===== config.mk =====
export PLATFORM = sky130hd
export DESIGN_NAME = tri_frame_buffer_flat
export DESIGN_NICKNAME = d
export VERILOG_FILES = /design/src/rtl/tri_pkg.sv /design/src/rtl/tri_frame_buffer_if.sv /design/src/rtl/tri_fb_bitmap.sv /design/src/rtl/tri_frame_buffer.sv /design/src/flat_wrapper.sv
export SDC_FILE = /design/constraint.sdc
export NUM_CORES = 1
export LEC_CHECK = 0
export CELL_PAD_IN_SITES_DETAIL_PLACEMENT = 1
export CELL_PAD_IN_SITES_GLOBAL_PLACEMENT = 1
export CORE_MARGIN = 3
export CORE_UTILIZATION = 42
export DETAILED_ROUTE_END_ITERATION = 7
export PLACE_DENSITY = 0.86
export SLEW_MARGIN = 15
export SYNTH_ARGS = -nofsm -noshare
export SYNTH_HDL_FRONTEND = slang
export SYNTH_HIERARCHICAL = 1
export SYNTH_SLANG_ARGS = --single-unit

===== constraint.sdc =====
create_clock -name clk -period 2.7 [get_ports clk]
set_input_delay 0.81 -clock clk [delete_from_list [all_inputs] [get_ports clk]]
set_output_delay 0.81 -clock clk [all_outputs]
set_load 0.005 [all_outputs]

===== src/rtl/tri_pkg.sv =====
// Shared types and sizes for the triangle frame buffer: grid geometry,
// coordinate and row vector types, and the controller state encoding.
package tri_pkg;
  localparam int COORD_W   = 3;
  localparam int GRID_N    = 1 << COORD_W;
  localparam int PIX_CNT_W = 2 * COORD_W + 1;

  typedef logic [COORD_W-1:0]   coord_t;
  typedef logic [GRID_N-1:0]    row_t;
  typedef logic [PIX_CNT_W-1:0] cnt_t;

  typedef enum logic [1:0] {
    ST_IDLE  = 2'd0,
    ST_CAPT  = 2'd1,
    ST_CLEAR = 2'd2
  } state_e;
endpackage


===== src/rtl/tri_frame_buffer_if.sv =====
// Pixel stream, control and readback signals between the rasterizer side
// (master) and the frame buffer (slave).
interface tri_frame_buffer_if;
  import tri_pkg::*;

  logic   busy_i;
  logic   po_i;
  coord_t xo_i;
  coord_t yo_i;
  logic   clr;
  logic   rd_req;
  coord_t rd_row;
  logic   rd_valid;
  row_t   rd_data;
  cnt_t   pix_cnt;
  logic   done;
  logic   ready;
  logic   ovf;

  modport master (
    output busy_i, po_i, xo_i, yo_i, clr, rd_req, rd_row,
    input  rd_valid, rd_data, pix_cnt, done, ready, ovf
  );

  modport slave (
    input  busy_i, po_i, xo_i, yo_i, clr, rd_req, rd_row,
    output rd_valid, rd_data, pix_cnt, done, ready, ovf
  );
endinterface


===== src/rtl/tri_fb_bitmap.sv =====
// N x N pixel bitmap in registers: OR-only pixel set with a was-zero probe,
// whole-row clear, and a registered row read (read-before-write).
module tri_fb_bitmap
  import tri_pkg::*;
(
  input  logic   clk,
  input  logic   reset,
  input  logic   set_en_i,
  input  coord_t set_x_i,
  input  coord_t set_y_i,
  output logic   was_zero_o,
  input  logic   clr_en_i,
  input  coord_t clr_row_i,
  input  logic   rd_en_i,
  input  coord_t rd_row_i,
  output row_t   rd_data_o
);
  row_t rows_w [GRID_N];
  row_t rd_data_q;

  generate
    for (genvar gi = 0; gi < GRID_N; gi++) begin : g_row
      row_t row_q;

      always_ff @(posedge clk or posedge reset) begin
        if (reset) begin
          row_q <= '0;
        end else if (clr_en_i && (clr_row_i == coord_t'(gi))) begin
          row_q <= '0;
        end else if (set_en_i && (set_y_i == coord_t'(gi))) begin
          row_q[set_x_i] <= 1'b1;
        end
      end

      assign rows_w[gi] = row_q;
    end
  endgenerate

  // Probe the current bit so the caller counts only genuine 0->1 transitions.
  assign was_zero_o = ~rows_w[set_y_i][set_x_i];

  always_ff @(posedge clk or posedge reset) begin
    if (reset) begin
      rd_data_q <= '0;
    end else if (rd_en_i) begin
      rd_data_q <= rows_w[rd_row_i];
    end
  end

  assign rd_data_o = rd_data_q;
endmodule


===== src/rtl/tri_frame_buffer.sv =====
// Frame buffer controller: captures rasterizer pixels into the bitmap,
// counts set pixels, pulses done per triangle and runs the row clear sweep.
module tri_frame_buffer
  import tri_pkg::*;
#(
  parameter int W     = COORD_W,
  parameter int CNT_W = PIX_CNT_W
) (
  input logic               clk,
  input logic               reset,
  tri_frame_buffer_if.slave bus
);
  localparam logic [1:0] IDLE  = ST_IDLE;
  localparam logic [1:0] CAPT  = ST_CAPT;
  localparam logic [1:0] CLEAR = ST_CLEAR;

  logic [1:0]       state_q, state_d;
  logic [W-1:0]     clr_row_q, clr_row_d;
  logic [CNT_W-1:0] pix_cnt_q, pix_cnt_d;
  logic             done_q, done_d;
  logic             ovf_q, ovf_d;
  logic             busy_seen_q, busy_seen_d;
  logic             rd_valid_q;

  logic pix_ok;
  logic set_en;
  logic was_zero;
  logic clr_en;
  logic rd_en;
  row_t rd_data_w;

  assign pix_ok = bus.busy_i & bus.po_i;
  assign rd_en  = bus.rd_req & (state_q != CLEAR);

  always_comb begin
    state_d     = state_q;
    clr_row_d   = clr_row_q;
    pix_cnt_d   = pix_cnt_q;
    done_d      = 1'b0;
    ovf_d       = ovf_q;
    busy_seen_d = busy_seen_q;
    set_en      = 1'b0;
    clr_en      = 1'b0;

    case (state_q)
      IDLE: begin
        if (bus.busy_i) begin
          state_d = CAPT;
          set_en  = pix_ok;
        end else if (bus.clr) begin
          state_d     = CLEAR;
          clr_row_d   = '0;
          pix_cnt_d   = '0;
          ovf_d       = 1'b0;
          busy_seen_d = 1'b0;
        end
      end
      CAPT: begin
        set_en = pix_ok;
        if (!bus.busy_i) begin
          state_d = IDLE;
          done_d  = 1'b1;
        end
      end
      CLEAR: begin
        clr_en    = 1'b1;
        clr_row_d = clr_row_q + 1'b1;
        if (pix_ok) begin
          ovf_d = 1'b1;
        end
        // A triangle that starts and ends inside the sweep still owes a done.
        if (bus.busy_i) begin
          busy_seen_d = 1'b1;
        end else if (busy_seen_q) begin
          done_d      = 1'b1;
          busy_seen_d = 1'b0;
        end
        if (clr_row_q == W'(GRID_N - 1)) begin
          state_d     = bus.busy_i ? CAPT : IDLE;
          busy_seen_d = 1'b0;
        end
      end
      default: state_d = IDLE;
    endcase

    if (set_en && was_zero) begin
      pix_cnt_d = pix_cnt_q + 1'b1;
    end
  end

  always_ff @(posedge clk or posedge reset) begin
    if (reset) begin
      state_q     <= IDLE;
      clr_row_q   <= '0;
      pix_cnt_q   <= '0;
      done_q      <= 1'b0;
      ovf_q       <= 1'b0;
      busy_seen_q <= 1'b0;
      rd_valid_q  <= 1'b0;
    end else begin
      state_q     <= state_d;
      clr_row_q   <= clr_row_d;
      pix_cnt_q   <= pix_cnt_d;
      done_q      <= done_d;
      ovf_q       <= ovf_d;
      busy_seen_q <= busy_seen_d;
      rd_valid_q  <= rd_en;
    end
  end

  tri_fb_bitmap u_bitmap (
    .clk        (clk),
    .reset      (reset),
    .set_en_i   (set_en),
    .set_x_i    (bus.xo_i),
    .set_y_i    (bus.yo_i),
    .was_zero_o (was_zero),
    .clr_en_i   (clr_en),
    .clr_row_i  (clr_row_q),
    .rd_en_i    (rd_en),
    .rd_row_i   (bus.rd_row),
    .rd_data_o  (rd_data_w)
  );

  assign bus.rd_valid = rd_valid_q;
  assign bus.rd_data  = rd_data_w;
  assign bus.pix_cnt  = pix_cnt_q;
  assign bus.done     = done_q;
  assign bus.ready    = (state_q != CLEAR);
  assign bus.ovf      = ovf_q;
endmodule

===== src/flat_wrapper.sv =====
// flat-port wrapper written by rule: the top's interface ports become plain ports
module tri_frame_buffer_flat import tri_pkg::*;
#(
  parameter int W     = COORD_W,
  parameter int CNT_W = PIX_CNT_W
)
  (clk, reset, bus_busy_i, bus_po_i, bus_xo_i, bus_yo_i, bus_clr, bus_rd_req, bus_rd_row, bus_rd_valid, bus_rd_data, bus_pix_cnt, bus_done, bus_ready, bus_ovf);
  tri_frame_buffer_if bus_i ();
  input logic clk;
  input logic reset;
  input wire logic [$bits(bus_i.busy_i)-1:0] bus_busy_i;
  input wire logic [$bits(bus_i.po_i)-1:0] bus_po_i;
  input wire logic [$bits(bus_i.xo_i)-1:0] bus_xo_i;
  input wire logic [$bits(bus_i.yo_i)-1:0] bus_yo_i;
  input wire logic [$bits(bus_i.clr)-1:0] bus_clr;
  input wire logic [$bits(bus_i.rd_req)-1:0] bus_rd_req;
  input wire logic [$bits(bus_i.rd_row)-1:0] bus_rd_row;
  output wire logic [$bits(bus_i.rd_valid)-1:0] bus_rd_valid;
  output wire logic [$bits(bus_i.rd_data)-1:0] bus_rd_data;
  output wire logic [$bits(bus_i.pix_cnt)-1:0] bus_pix_cnt;
  output wire logic [$bits(bus_i.done)-1:0] bus_done;
  output wire logic [$bits(bus_i.ready)-1:0] bus_ready;
  output wire logic [$bits(bus_i.ovf)-1:0] bus_ovf;
  assign bus_i.busy_i = bus_busy_i;
  assign bus_i.po_i = bus_po_i;
  assign bus_i.xo_i = bus_xo_i;
  assign bus_i.yo_i = bus_yo_i;
  assign bus_i.clr = bus_clr;
  assign bus_i.rd_req = bus_rd_req;
  assign bus_i.rd_row = bus_rd_row;
  assign bus_rd_valid = bus_i.rd_valid;
  assign bus_rd_data = bus_i.rd_data;
  assign bus_pix_cnt = bus_i.pix_cnt;
  assign bus_done = bus_i.done;
  assign bus_ready = bus_i.ready;
  assign bus_ovf = bus_i.ovf;
  tri_frame_buffer #(.W(W), .CNT_W(CNT_W)) u_core (.clk(clk), .reset(reset), .bus(bus_i));
endmodule

==> summary.md <==
| Metric | Value |
|---|---|
| Critical path depth in cells | 12 |
| Number of global-route vias before repair | ~4300 |
| DRC | 0 |
| Vias/cell | roughly 6.2 |
| Proportion of layout cells with a drive suffix above 1 | 0.245 |
| Slew Limit Headroom | 0.451 |
| Sequential share of the synthesized area | 0.477 |
| Critical path data arrival time | 2.98 ns |
| Worst path max stage delay | around 0.28 ns |
| Reg area | between 2000 and 2500 µm² |
| Nets | 523 |
| Period minus WS final | roughly 2.7 ns |
| Crit path launch type | input pin |
| Footprint of the multi-input gates | ~2400 µm² |
| Hold_buf cts | 0 |
| RSZ-0062 raised after global routing | yes |
| Grt total ovfl | 0 |
| Drt first-iter violations | 359 |
| Max Freq | 368 MHz |
| Cell variety after synth | between 40 and 50 |
| HPWL after detailed placement | 9.74 mm |
| Antenna cells | 0 |
| Core Region | around 11000 µm² |
| Setup slack after layout | -0.0186 ns |
| Initial core utilization | 0.440 |
| First-pass GRT wire length | about 24 mm |
| Dpl ws | -0.861 ns |
| Area Growth Syn to Fin | 24.7% |
| Async set or reset register ratio after synthesis | 1.00 |
| I/O pin count | 34 |
| GRT Total Usage | 0.246 |
| Cell count of the worst hold path | 1 |
| Total of max-cap violations | 0 |
| Peak supply drop | 0.360 mV |
| WL/cell | 23.2 µm |
| Hold crit path type | flop to flop |
| Top Family by Delay on Critical Path | compound AO/OA/AOI/OAI gates |
| Chip height | 111 µm |
| Gate Count Post-Synth | between 400 and 500 |
| CTS Root Buffer Type | clkbuf_8 |
| WP buf/inv | 4 |
| Syn avg cell area | between 10 and 15 µm² |
| Post-synth EDFFs | 0 |
| Yosys reg bits | 88 |
| Setup violations, final | 2 |
| Crit-path cells | buf_2 -> bufbuf_16 -> buf_6 -> nor2_4 -> a22oi_2 -> o221a_2 -> a211oi_2 -> nand4_1 -> nor3b_4 -> buf_4 -> and3_1 -> a211o_1 |
| WS Path Type | input pin to flop |
| Worst setup EP type | flop |
| Fillers | 1125 |
| Utilization after layout | 0.548 |
| Cts bufs inserted | 9 |
| Worst-case clock buffer depth | 2 |
| Die area | 12300 µm² |
| Clk Latency, worst-skew pair | 0.39 ns |
| Port Buf Inserts | 33 |
| Largest net degree at the start of global routing | 73 |
| Drt total wl | about 15 mm |
| Drt first pass iters | 7 |
| Prevailing post-synth register cell | dfrtp_1 |
| Leakage | between 2 and 3 nW |
| Status | complete, but fails checks |
| Initial antenna violation count | 0 |
| Crit Path Max Fanout | 8 |
| Clock input transition at the sequential cells of the worst setup and hold paths | ~0.090 ns |
| Pins Over Slew Limit | 0 |
| Reg2Reg Depth | 8 |
| H-tree levels | 3 |
| Post-route ant nets | 0 |
| Core Rows | 37 |
| Worst Skew | about 0.027 ns |
| Syn_nets | about 460 |
| Mapped Area | around 4600 µm² |
| Failing checks | negative setup slack |
| Die Span X | ~110 µm |
| Number of synthesis warnings | 6 |
| Fin. Hold Viols | 0 |
| CTS tree | built |
| CP max-delay cell | bufbuf_16 |
| Pwr dens | around 710 nW/µm² |
| Routability cong. | roughly 0.90 |
| Total clock sinks | 88 |
| WP data required | 2.97 ns |
| Via count | 3958 |
| Final period utilization | 1.01 |
| Worst-Margin Slew | just over 0.8 ns |
## final cells by class
class	instances	area share
Inverter	10	0.00652
Multi-Input combinational cell	312	0.410
Tap cell	136	0.0295
Clock inverter	6	0.00760
Timing Repair Buffer	80	0.140
Sequential cell	88	0.382
Clock buffer	10	0.0239
## metrics by stage
stage          TNS [ns]  power (mW)  cells  hold WS (ns)  instance area [µm²]
5_1_grt         -0.0957        4.31    642         0.522                 5760
3_3_place_gp      -4.85        2.99    620         0.487                 5390
3_5_place_dp      -6.42        3.11    620         0.500                 5390
2_1_floorplan    -0.233        2.56    433         0.471                 4670
4_1_cts         -0.0135        4.03    641         0.518                 5690
6_report        -0.0234        4.07    642         0.511                 5760
## synthesized netlist by cell type (2+ instances only)
cell type | number | area [µm²]
nor2_1 | 88 | 330
nand3_1 | 9 | 45.0
buf_2 | 5 | 25.0
buf_4 | 3 | 22.5
nor3_2 | 2 | 20.0
buf_6 | 2 | 22.5
nor3b_2 | 3 | 37.5
nor3b_1 | 6 | 45.0
a211o_1 | 4 | 35.0
clkbuf_1 | 6 | 22.5
dfrtp_1 | 88 | 2200
a21oi_1 | 78 | 390
and3_1 | 3 | 18.8
o221ai_1 | 2 | 17.5
nor2b_1 | 5 | 31.3
nor3_1 | 5 | 25.0
nand4_1 | 2 | 12.5
o41ai_1 | 2 | 17.5
and3b_1 | 3 | 26.3
ha_1 | 7 | 87.6
nand2b_1 | 8 | 50.1
mux4_2 | 24 | 541
o21ai_0 | 5 | 25.0
nand2_1 | 16 | 60.1
inv_1 | 10 | 37.5
mux2i_1 | 21 | 210
mux4_1 | 2 | 52.6
buf_1 | 4 | 15.0
## state kept, by name, indices dropped and copies added, names as in the netlist
| name | count |
|---|---|
| u_core/bus.done | 1 |
| u_core/bus.ovf | 1 |
| u_core/bus.pix_cnt | 7 |
| u_core/bus.rd_valid | 1 |
| u_core/busy_seen_q | 1 |
| u_core/clr_row_q | 3 |
| u_core/state_q | 2 |
| u_core/u_bitmap/g_row.row_q | 64 |
| u_core/u_bitmap/rd_data_o | 8 |
## placed cells by master (no fill, tap or decap), types with 2 or more instances in the layout
cell,count
mux2i_1,18
nor3_1,4
inv_1,9
nor3b_1,4
buf_4,35
o41ai_1,2
o21ai_0,5
nor3_2,3
nand2b_4,3
buf_6,4
buf_12,7
and3b_1,3
and3_1,2
clkinv_2,2
nor3b_4,3
nand4_1,2
nor2b_1,4
a21oi_1,78
nand2_1,16
clkbuf_8,10
a211o_1,4
nor2_1,87
nand3_1,9
clkbuf_2,3
nand2b_1,5
dfrtp_1,88
ha_1,7
mux4_2,26
clkinv_4,2
nor3b_2,2
clkdlybuf4s50_1,27
mux2i_2,3
## report_power, final
part | internal (mW) | switching [mW] | leakage (nW) | total (mW)
combinational | 0.645 | 0.686 | 1.38 | 1.33
clock | 0.363 | 0.509 | 0.0926 | 0.871
sequential | 1.61 | 0.260 | 1.19 | 1.87
## timing repair
action / CTS / global route
hold endpoints to repair: 0 / 0
pin swaps: 3 / 6
gates resized for setup: 25 / 28
setup endpoints to repair: 7 / 7
gates cloned: 2 / 0
setup buffers: 3 / 1
## kinds of logic after synthesis
group / Yosys count / share of synthesized area
flops: 88 / 0.477
simple gates: 154 / 0.161
mux: 48 / 0.176
fa+ha+maj: 7 / 0.0190
buf+inv: 33 / 0.0398
compound gates: 103 / 0.127
## metal layers
metal | track usage | part of all wire
met5 | 0 | 0
met4 | 0.109 | 0.042
met1 | 0.288 | 0.38
met3 | 0.0639 | 0.060
met2 | 0.426 | 0.52
## worst paths after layout
path / to / from / slack [ns]
max in group asynchronous: u_core/clr_row_q[2] / reset / 1.40
min reg2reg: u_core/bus.pix_cnt[6] / u_core/bus.pix_cnt[6] / 0.51
max reg2reg: u_core/u_bitmap/g_row[4].row_q[1] / u_core/state_q[1] / 0.23
max: u_core/bus.pix_cnt[3] / bus_yo_i[1] / -0.02
min: u_core/bus.pix_cnt[6] / u_core/bus.pix_cnt[6] / 0.51
min in group asynchronous: u_core/u_bitmap/g_row[1].row_q[4] / reset / 0.85
Power figures use the tool's default switching activity.
